<file path="config.mk">
export PLATFORM = sky130hd
export DESIGN_NAME = i2c_target
export DESIGN_NICKNAME = d
export VERILOG_FILES = /design/src/rtl/i2c_pkg.sv /design/src/rtl/i2c_line_sync.sv /design/src/rtl/i2c_target.sv
export SDC_FILE = /design/constraint.sdc
export NUM_CORES = 1
export LEC_CHECK = 0
export CAP_MARGIN = 20
export CORE_AREA = 2 2 75 77
export CTS_BUF_LIST = sky130_fd_sc_hd__clkbuf_4
export DETAILED_ROUTE_END_ITERATION = 8
export DIE_AREA = 0 0 77 79
export SLEW_MARGIN = 20
export SYNTH_ARGS = -nofsm -noshare
export SYNTH_HDL_FRONTEND = slang
export SYNTH_SLANG_ARGS = --single-unit
export TNS_END_PERCENT = 30
</file>
<file path="constraint.sdc">
create_clock -name clk -period 2.4 [get_ports clk]
set_clock_uncertainty 0.05 [all_clocks]
set_input_delay 0.72 -clock clk [delete_from_list [all_inputs] [get_ports clk]]
set_output_delay 0.72 -clock clk [all_outputs]
set_load 0.05 [all_outputs]
</file>
<file path="src/rtl/i2c_pkg.sv">
// Shared I2C definitions: target FSM states, bus-level constants and widths.
// Used by i2c_target and i2c_controller.
package i2c_pkg;

    localparam int unsigned I2C_BYTE_W    = 8;
    localparam int unsigned I2C_ADDR_W    = 7;
    localparam int unsigned I2C_BIT_CNT_W = 3;

    localparam logic I2C_ACK     = 1'b0;
    localparam logic I2C_NACK    = 1'b1;
    localparam logic I2C_RW_READ = 1'b1;

    typedef enum logic [2:0] {
        IDLE,
        ADDR,
        ADDR_ACK,
        RX,
        RX_ACK,
        TX,
        TX_ACK,
        IGNORE
    } i2c_target_state_e;

endpackage

</file>
<file path="src/rtl/i2c_line_sync.sv">
// Synchronizer for one bus line, with registered edge detect.
// Ports:
//   clk, rst   system clock, async active-low reset (chain resets to idle-high)
//   pin        raw line level
//   level      synchronized level
//   rise/fall  one-cycle pulses, asserted in the same cycle level changes
module i2c_line_sync #(
    parameter int unsigned SYNC_STAGES = 2
) (
    input  logic clk,
    input  logic rst,
    input  logic pin,
    output logic level,
    output logic rise,
    output logic fall
);

    logic [SYNC_STAGES-1:0] chain_q;

    // Edges come from the value about to enter the last stage, so the
    // pulses line up with the level they describe.
    always_ff @(posedge clk or negedge rst) begin
        if (!rst) begin
            chain_q <= '1;
            rise    <= 1'b0;
            fall    <= 1'b0;
        end else begin
            chain_q <= {chain_q[SYNC_STAGES-2:0], pin};
            rise    <= chain_q[SYNC_STAGES-2] & ~chain_q[SYNC_STAGES-1];
            fall    <= ~chain_q[SYNC_STAGES-2] & chain_q[SYNC_STAGES-1];
        end
    end

    assign level = chain_q[SYNC_STAGES-1];

endmodule

</file>
<file path="src/rtl/i2c_target.sv">
// I2C target: detects START/STOP on oversampled SCL/SDA, matches a 7-bit
// address, receives write bytes and returns read bytes.
// Ports:
//   clk, rst          system clock (>= 8x SCL), async active-low reset
//   scl_i, sda_i      bus line levels
//   sda_oe            1 = pull SDA low
//   rx_data/rx_valid  received byte and its one-cycle strobe
//   rx_full           sink full: NACK the incoming data byte
//   tx_data/tx_req    read byte, sampled in the cycle tx_req is high
//   busy              addressed and transfer in progress
module i2c_target
    import i2c_pkg::*;
#(
    parameter logic [6:0]  TARGET_ADDR = 7'h54,
    parameter int unsigned SYNC_STAGES = 2
) (
    input  logic       clk,
    input  logic       rst,
    input  logic       scl_i,
    input  logic       sda_i,
    output logic       sda_oe,
    output logic [7:0] rx_data,
    output logic       rx_valid,
    input  logic       rx_full,
    input  logic [7:0] tx_data,
    output logic       tx_req,
    output logic       busy
);

    logic scl_lvl, scl_rise, scl_fall;
    logic sda_lvl, sda_rise, sda_fall;
    logic start_evt, stop_evt;

    i2c_target_state_e state_q, state_d;
    logic [I2C_BIT_CNT_W-1:0] bit_cnt_q, bit_cnt_d;
    logic [I2C_BYTE_W-1:0]    shift_q, shift_d, shifted;
    logic                     got8_q, got8_d;
    logic                     nack_q, nack_d;
    logic                     sda_oe_d, rx_valid_d, tx_req_d, busy_d;
    logic [I2C_BYTE_W-1:0]    rx_data_d;

    i2c_line_sync #(.SYNC_STAGES(SYNC_STAGES)) u_scl_sync (
        .clk   (clk),
        .rst   (rst),
        .pin   (scl_i),
        .level (scl_lvl),
        .rise  (scl_rise),
        .fall  (scl_fall)
    );

    i2c_line_sync #(.SYNC_STAGES(SYNC_STAGES)) u_sda_sync (
        .clk   (clk),
        .rst   (rst),
        .pin   (sda_i),
        .level (sda_lvl),
        .rise  (sda_rise),
        .fall  (sda_fall)
    );

    // SDA only moves while SCL is high at START/STOP; data changes while SCL is low.
    assign start_evt = sda_fall & scl_lvl;
    assign stop_evt  = sda_rise & scl_lvl;
    assign shifted   = {shift_q[I2C_BYTE_W-2:0], sda_lvl};

    // State and datapath registers.
    always_ff @(posedge clk or negedge rst) begin
        if (!rst) begin
            state_q   <= IDLE;
            bit_cnt_q <= '0;
            shift_q   <= '0;
            got8_q    <= 1'b0;
            nack_q    <= 1'b0;
            sda_oe    <= 1'b0;
            rx_data   <= '0;
            rx_valid  <= 1'b0;
            tx_req    <= 1'b0;
            busy      <= 1'b0;
        end else begin
            state_q   <= state_d;
            bit_cnt_q <= bit_cnt_d;
            shift_q   <= shift_d;
            got8_q    <= got8_d;
            nack_q    <= nack_d;
            sda_oe    <= sda_oe_d;
            rx_data   <= rx_data_d;
            rx_valid  <= rx_valid_d;
            tx_req    <= tx_req_d;
            busy      <= busy_d;
        end
    end

    // Next-state and output logic.
    always_comb begin
        state_d    = state_q;
        bit_cnt_d  = bit_cnt_q;
        shift_d    = shift_q;
        got8_d     = got8_q;
        nack_d     = nack_q;
        sda_oe_d   = sda_oe;
        rx_data_d  = rx_data;
        rx_valid_d = 1'b0;
        tx_req_d   = 1'b0;
        busy_d     = busy;

        if (start_evt) begin
            state_d   = ADDR;
            bit_cnt_d = '0;
            got8_d    = 1'b0;
            sda_oe_d  = 1'b0;
            busy_d    = 1'b0;
        end else if (stop_evt) begin
            state_d  = IDLE;
            got8_d   = 1'b0;
            sda_oe_d = 1'b0;
            busy_d   = 1'b0;
        end else begin
            // tx_req was raised on the previous scl_fall; the byte is captured
            // now and its MSB goes straight onto the bus.
            if (tx_req && state_q == TX) begin
                shift_d  = tx_data;
                sda_oe_d = ~tx_data[I2C_BYTE_W-1];
            end

            case (state_q)
                IDLE: ;

                ADDR: begin
                    if (scl_rise) begin
                        shift_d   = shifted;
                        bit_cnt_d = I2C_BIT_CNT_W'(bit_cnt_q + 1'b1);
                        if (bit_cnt_q == '1) got8_d = 1'b1;
                    end else if (scl_fall && got8_q) begin
                        got8_d = 1'b0;
                        // General call (0x00) is never claimed.
                        if (shift_q[7:1] == TARGET_ADDR && shift_q[7:1] != '0) begin
                            sda_oe_d = 1'b1;
                            busy_d   = 1'b1;
                            state_d  = ADDR_ACK;
                        end else begin
                            state_d = IGNORE;
                        end
                    end
                end

                ADDR_ACK: begin
                    if (scl_fall) begin
                        bit_cnt_d = '0;
                        if (shift_q[0] == I2C_RW_READ) begin
                            tx_req_d = 1'b1;
                            state_d  = TX;
                        end else begin
                            sda_oe_d = 1'b0;
                            state_d  = RX;
                        end
                    end
                end

                RX: begin
                    if (scl_rise) begin
                        shift_d   = shifted;
                        bit_cnt_d = I2C_BIT_CNT_W'(bit_cnt_q + 1'b1);
                        if (bit_cnt_q == '1) begin
                            rx_data_d  = shifted;
                            rx_valid_d = 1'b1;
                            got8_d     = 1'b1;
                        end
                    end else if (scl_fall && got8_q) begin
                        got8_d   = 1'b0;
                        sda_oe_d = ~rx_full;
                        state_d  = RX_ACK;
                    end
                end

                RX_ACK: begin
                    if (scl_fall) begin
                        sda_oe_d  = 1'b0;
                        bit_cnt_d = '0;
                        state_d   = RX;
                    end
                end

                // bit_cnt counts falls after the MSB: 0..6 drive bits 6..0, 7 releases.
                TX: begin
                    if (scl_fall) begin
                        if (bit_cnt_q == '1) begin
                            sda_oe_d  = 1'b0;
                            bit_cnt_d = '0;
                            state_d   = TX_ACK;
                        end else begin
                            shift_d   = {shift_q[I2C_BYTE_W-2:0], 1'b0};
                            sda_oe_d  = ~shift_q[I2C_BYTE_W-2];
                            bit_cnt_d = I2C_BIT_CNT_W'(bit_cnt_q + 1'b1);
                        end
                    end
                end

                TX_ACK: begin
                    if (scl_rise) begin
                        nack_d = sda_lvl;
                    end else if (scl_fall) begin
                        if (nack_q == I2C_NACK) begin
                            sda_oe_d = 1'b0;
                            state_d  = IGNORE;
                        end else begin
                            tx_req_d  = 1'b1;
                            bit_cnt_d = '0;
                            state_d   = TX;
                        end
                    end
                end

                IGNORE: sda_oe_d = 1'b0;

                default: state_d = IDLE;
            endcase
        end
    end

endmodule

</file>
; Yosys cells after proc, flatten, opt, wreduce, memory -nomap -nowiden
; Index checks and enable logic that the tools add are counted.
[word_totals]
reg_bits = 36
inputBits = 13
out_inout_bits = 12
word_cells = 153
[op_classes]
addsub = 1
eq_ne = 28
n_mux = 73
n_bitwise = 15
n_reduce_logical = 20
[ops]
columns = op, count
row1 = $mux 3, 23
row2 = $mux 1, 40
row3 = $mux 8, 4
row4 = $ne 4x4->1 const B, 6
row5 = $ne 4x3->1 const B, 5
row6 = $pmux 3 s6, 1
row7 = $pmux 8 s2, 1
row8 = $eq 3x3->1 const B, 5
row9 = $pmux 3 s4, 1
row10 = $reduce_bool 3->1, 4
row11 = $reduce_and 11->1, 1
row12 = $ne 3x3->1 const B, 3
row13 = $not 1->1, 9
row14 = $reduce_and 4->1, 2
row15 = $reduce_and 8->1, 1
row16 = $reduce_bool 8->1, 1
row17 = $eq 7x7->1 const B, 1
row18 = $pmux 1 s7, 1
row19 = $reduce_bool 7->1, 1
row20 = $and 1x1->1, 6
row21 = $eq 3x2->1 const B, 2
row22 = $ne 3x1->1 const B, 2
row23 = $ne 3x2->1 const B, 2
row24 = $reduce_and 5->1, 1
row25 = other kinds (11), 14

; Depth between registers and ports, before layout
; Gate-level depths: netlist of the first run.
[logic_depth]
ltp_word = 9
mapped_depth = 8
ltp_nobuf = 7

; By module
; A second synthesis of the first run with hierarchy kept.
[unflattened]
cells_unflattened = 173
area_unflattened_um2 = 1839.3
[by_module_without_submodules]
columns = module, n_inst, cells_each, area_per_inst_um2, seq_area_each_um2
row1 = i2c_target, 1, 161, 1604.0, 700.7
row2 = i2c_line_sync, 2, 6, 117.6, 102.6

; Worst setup path before layout of the first run
; Ideal clock, no wire load.
[synth_timing]
path_type = register to register
from = register bit_cnt_q[0]
to = register shift_q[0]
setup_ns = 0.141
arrival_time_ns = 1.555
t_required_ns = 2.209
slack_ns = 0.655
path_stages_with_launch = 7
path_buffers = 0
synth_period_minus_slack_ns = 1.745
path_cell_list = dfrtp_1 -> ha_1 -> ha_1 -> and4bb_2 -> o21ai_2 -> a21oi_2 -> o22ai_1
[synth_between]
elab_chain_cells = 4
[synth_rtl]
columns = element, line
row1 = "start, declared", i2c_target.sv:35  ; logic [I2C_BIT_CNT_W-1:0] bit_cnt_q, bit_cnt_d;
row2 = "start signal, assigned", i2c_target.sv:80  ; bit_cnt_q <= bit_cnt_d;
row3 = $eq 3x3->1, i2c_target.sv:185  ; if (bit_cnt_q == '1) begin
row4 = $mux 8, i2c_target.sv:185
row5 = $mux 8, i2c_target.sv:184  ; if (scl_fall) begin
row6 = $pmux 8 s2, i2c_target.sv:124  ; case (state_q)
row7 = "end signal, assigned", i2c_target.sv:81  ; shift_q <= shift_d;
row8 = "end, declared", i2c_target.sv:36  ; logic [I2C_BYTE_W-1:0] shift_q, shift_d, shifted;
; No other way between the ends.
; A chain may end at the register's enable or synchronous reset.

; Final worst setup path of the first run
[layout_timing]
from = register sda_oe
to = output sda_oe
[layout_lines]
columns = element, line
row1 = "start, declared", i2c_target.sv:21  ; output logic sda_oe,
row2 = "start signal, assigned", i2c_target.sv:84  ; sda_oe <= sda_oe_d;
; No word-level cell between the ends.

==> results of run 1 <==
-- through the flow --
step / cell area, sq um / std cells
2_1_floorplan: 1810 / 171
3_3_place_gp: 2110 / 261
3_5_place_dp: 2110 / 261
4_1_cts: 2170 / 269
5_1_grt: 2170 / 269
6_report: 2170 / 269
-- Yosys cell counts (2+ instances only) --
library cell,count,area share [%]
a21bo_2,2,1.1
a21oi_1,15,4.2
a21oi_2,2,0.97
and2b_1,2,0.83
buf_2,3,0.83
buf_6,2,1.2
clkbuf_1,5,1.0
dfrtp_1,32,44
dfstp_2,4,5.8
ha_1,2,1.4
inv_1,5,1.0
mux2_2,9,5.6
mux2i_1,2,1.1
nand2_1,7,1.5
nand2b_1,2,0.69
nand3_1,3,0.83
nand4_1,2,0.69
nand4b_1,2,0.97
nor2_1,14,2.9
nor2b_1,6,2.1
nor3b_1,2,0.83
o211ai_1,2,0.83
o21ai_0,9,2.5
o21ai_2,2,0.97
o22ai_1,8,2.8
-- kinds of logic (layout without fill, tap and decap cells) --
group	Yosys count	count (layout)	synth area share [%]
XOR/XNOR	1	1	0.485
buffers and inverters	17	43	4.78
AO/OA/AOI/OAI	53	53	19.3
multiplexers	12	12	7.55
flip-flops	36	36	50.1
adder cells (fa/ha/maj)	2	2	1.38
AND/OR/NAND/NOR	50	50	16.3
-- power by group through the flow --
stage / clock network, W / logic, W / registers, W
floorplan: 0 / 0.000193 / 0.000757
global placement: 0 / 0.000242 / 0.000794
finish: 0.000328 / 0.000245 / 0.000787
CTS: 0.000339 / 0.000247 / 0.000784
detailed placement: 0 / 0.000245 / 0.000795
global route: 0.000371 / 0.000284 / 0.000802
-- area by class of cell --
type / instances / share of cell area [%]
clock inverters: 2 / 0.520
inverters: 5 / 0.867
flip-flops and latches: 36 / 41.8
clock buffers: 6 / 2.08
multi-input cells: 118 / 37.6
well taps: 72 / 4.16
repair buffers: 30 / 12.9
-- routing by layer --
layer | wire [um] | up-vias | GRT usage (%)
met5 | 0 | - | 0
met4 | 85 | 0 | 6.43
met3 | 129 | 6 | 2.73
met2 | 1730 | 20 | 22.0
met1 | 1950 | 673 | 20.5
li1 | - | 671 | -
-- flip-flops by register name, indices dropped and copies added, names as in the netlist --
signal	cells
rx_data	8
shift_q	8
bit_cnt_q	3
state_q	3
u_scl_sync.chain_q	2
u_sda_sync.chain_q	2
busy	1
got8_q	1
nack_q	1
rx_valid	1
sda_oe	1
tx_req	1
u_scl_sync.fall	1
u_scl_sync.rise	1
u_sda_sync.fall	1
u_sda_sync.rise	1
-- path summary, 6_finish.rpt --
path                                  startpoint               endpoint
max                                       sda_oe                 sda_oe
min in group clk           u_sda_sync.chain_q[0]  u_sda_sync.chain_q[1]
max reg2reg                           state_q[0]           bit_cnt_q[0]
max in group asynchronous                    rst  u_sda_sync.chain_q[0]
min                                          rst                 tx_req
min reg2reg                u_sda_sync.chain_q[0]  u_sda_sync.chain_q[1]
==> results.cfg, run 1 <==
[grt]
grt_max_degree = 37
grt.total_usage_pct = 14.6
grt_pass1_vias = 1426
grt_overflow_total = 0
antenna_found_initial = 0
grt_pass1_wl_um = 7030

[power_and_ir_drop]
p_sw_share_pct = 30.4
powerDensity_nw_per_um2 = 628
p_int_w = 0.000945
peakVddDrop_v = 0.000294
finalPower_w = 0.00136
p_leak_nw = 0.890
clkPwrFrac_pct = 24.1
combPwrFrac_pct = 18.0
seqPwrFrac_pct = 57.9
power.switching_w = 0.000414

[final_layout]
drive_gt1_share_pct = 20.3
synthToLayoutAreaGrowth_pct = 19.9
fill_cells = 549
register_area_sq_um = 906
most-common-layout-cells = dfrtp_1, clkdlybuf4s50_1, a21oi_1, nor2_1
final_common_cell = dfrtp_1
diodes = 0
finish.utilization_pct = 40.6
nets = 211
multiInputGateArea_sq_um = 815

[sta]
hold_viol = 0
rsz0062_at_grt = no
tns_ps = 0
max_freq_mhz = 430
slew_headroom_pct = 62.1
setup_viol = 0
fin_crit_ps = 2330
worst_pin_slew_ps = 568
holdWs_ps = 328
setup_ws_ps = 73.8
period_share_pct = 96.9
slew_violations = 0

[drt]
first_pass_iters = 4
wirelength_um = 3900
ant_nets = 0
vias = 1370
drt_iter0_drc = 128
drc = 0
viasPerCell = 5.09
wl_per_cell_um = 14.5

[place]
port_buffers = 24
gp_congestion = 0.796
dp_hpwl_um = 2730
pre_cts_slack_ps = 366

[critical_path]
reg2reg_slack_ps = 300
crit_path_end_kind = primary output
critPathMaxFanout = 2
path_cells = clkdlybuf4s50_1
required_ps = 1630
worst-path-stages = 1
slowest_delay_ps = 810
start_kind = flop
cp_slowest_cell = clkdlybuf4s50_1
path_buf_inv = 1
crit_family = buffers and inverters
cp.arrival_ps = 1560
crit_type = reg2out
reg2reg_depth = 5

[die]
die_y_um = 79
fp-row-count = 27
design.portCount = 25
core-area_sq_um = 5340
fp.dieW_um = 77
initial_core_util_pct = 33.8
dieArea_sq_um = 6080

[yosys]
async_flop_share_pct = 100
synth.distinct_cells = 52
yosys_warnings = 0
ys.flop_type = dfrtp_1
ys_seq_elements = 36
netlist_area_sq_um = 1810
syn_avg_cell_area_sq_um = 10.6
synth_edf_count = 0
synthCells = 171
syn-num-nets = 186
ys_seq_area_share_pct = 50.1

[clocking]
htreeDepth = 2
clock_latency_ps = 350
clock-root-buffer = clkbuf_4
cts.sink_count = 36
clockBufferDepth = 2
cts_setup_buffers = 0
numCtsBuffers = 5
cts-resized-gates = 0
cts_tree = done
clkTransAtPathRegs_ps = 110
hold_buffers = 0

[run]
cap_violations = 0

[worst_hold_path]
hold_path_class = in2async

[outcome]
status = completed
Note: power is estimated with default switching activity, not from simulation.
==> run 2, diff against run 1 <==
--- a/config.mk
+++ b/config.mk
@@ -6,10 +6,10 @@
 export NUM_CORES = 1
 export LEC_CHECK = 0
 export CAP_MARGIN = 20
-export CORE_AREA = 2 2 75 77
+export CORE_AREA = 2 2 89 91
 export CTS_BUF_LIST = sky130_fd_sc_hd__clkbuf_4
 export DETAILED_ROUTE_END_ITERATION = 8
-export DIE_AREA = 0 0 77 79
+export DIE_AREA = 0 0 91 93
 export SLEW_MARGIN = 20
 export SYNTH_ARGS = -nofsm -noshare
 export SYNTH_HDL_FRONTEND = slang
==> results.cfg, run 2 (synthesis gave the netlist of run 1 again) <==
[place]
pre_cts_slack_ps = 465
gp_congestion = 0.799
place_inst = 291
port_buffers = 24
dp_hpwl_um = 2950

[clocking]
cts.sink_count = 36
clockBufferDepth = 2
clock_latency_ps = 350
htreeDepth = 2
hold_buffers = 0
cts-resized-gates = 0
numCtsBuffers = 5
cts_setup_buffers = 0
clkTransAtPathRegs_ps = 120
clock-root-buffer = clkbuf_4
cts_tree = done

[final_layout]
nets = 211
top_regs = rx_data (8), shift_q (8)
most-common-layout-cells = dfrtp_1, clkdlybuf4s50_1, a21oi_1, nor2_1
diodes = 0
fin_cells = 299
drive_gt1_share_pct = 20.8
fill_cells = 826
final_common_cell = dfrtp_1
synthToLayoutAreaGrowth_pct = 22.6

[grt]
antenna_found_initial = 0
grt_max_degree = 22
grt_pass1_wl_um = 6890
grt_pass1_vias = 1317
grt.total_usage_pct = 10.1
grt_overflow_total = 0

[critical_path]
reg2reg_depth = 7
cp.arrival_ps = 1530
path_cells = clkdlybuf4s50_1
required_ps = 1630
cp_slowest_cell = clkdlybuf4s50_1
start_kind = flop
timing.rr.start = bit_cnt_q[0]
worst-path-stages = 1
reg2reg_slack_ps = 430
slowest_delay_ps = 810
path_buf_inv = 1
crit_path_end_kind = primary output
crit_type = reg2out
crit_family = buffers and inverters
critPathMaxFanout = 2
regToRegEndpoint = shift_q[3]

[power_and_ir_drop]
peakVddDrop_v = 0.000393
powerDensity_nw_per_um2 = 614
p_leak_nw = 0.901

[sta]
max_freq_mhz = 435
setup_ws_ps = 102
tns_ps = 0
hold_viol = 0
worst_pin_slew_ps = 576
period_share_pct = 95.8
slew_headroom_pct = 61.6
setup_viol = 0
rsz0062_at_grt = no
fin_crit_ps = 2300
slew_violations = 0

[die]
initial_core_util_pct = 24.0
die_y_um = 93
core-area_sq_um = 7530
dieArea_sq_um = 8460
fp-row-count = 32
fp.dieW_um = 91
design.portCount = 25

[drt]
ant_nets = 0
first_pass_iters = 4
wl_per_cell_um = 13.2
drt_iter0_drc = 87
vias = 1379
wirelength_um = 3940
drc = 0
viasPerCell = 4.61

[worst_hold_path]
hold_path_class = in2async

[run]
cap_violations = 0

[outcome]
status = completed
## run 2: cell count changes in the layout (fill, tap and decap cells not counted), sizes merged
| cell | previous run | this run |
|---|---|---|
| clkinv | 1 | 3 |
| clkinvlp | 1 | 0 |
| clkbuf | 6 | 5 |
## run 2: area by class of cell
cell class | count | area [sq um] | share of cell area [%]
clock buffers | 5 | 37.5 | 1.69
clock inverters | 3 | 18.8 | 0.847
inverters | 5 | 18.8 | 0.847
multi-input cells | 118 | 815 | 36.8
flip-flops and latches | 36 | 906 | 40.9
well taps | 102 | 128 | 5.76
repair buffers | 30 | 293 | 13.2
## run 2: stage by stage
stage / hold slack, ps / power (W) / instance area, sq um / utilization, %
final: 224 / 0.00136 / 2220 / 29.4
after global routing: 236 / 0.00145 / 2220 / 29.4
after CTS: 233 / 0.00138 / 2220 / 29.4
after detailed placement: 315 / 0.00105 / 2160 / 28.7
after global placement: 310 / 0.00104 / 2160 / 28.7
after floorplan: 308 / 0.000949 / 1810 / -
## run 2: routing by layer
metal	wire [um]	share of wire, %	up-vias	GRT usage, %
li1	-	-	671	-
met1	1980	50	675	14.8
met2	1780	45	31	14.4
met3	167	4.2	2	2.74
met4	19	0.48	0	3.03
met5	0	0	-	0
## run 2: worst max path at each step
stage,start,to,slack [ps]
2_1_floorplan,bit_cnt_q[0],shift_q[0],650
3_3_place_gp,state_q[0],bit_cnt_q[0],460
3_5_place_dp,bit_cnt_q[0],shift_q[1],460
4_1_cts,sda_oe,sda_oe,80
5_1_grt,busy,busy,20
6_report,sda_oe,sda_oe,100
## run 2: where the power goes
group	internal (W)	switching, W	total, W
logic	0.000132	0.000119	0.000251
registers	0.000692	0.0000919	0.000784
clock network	0.000112	0.000212	0.000325
total	0.000937	0.000423	0.00136
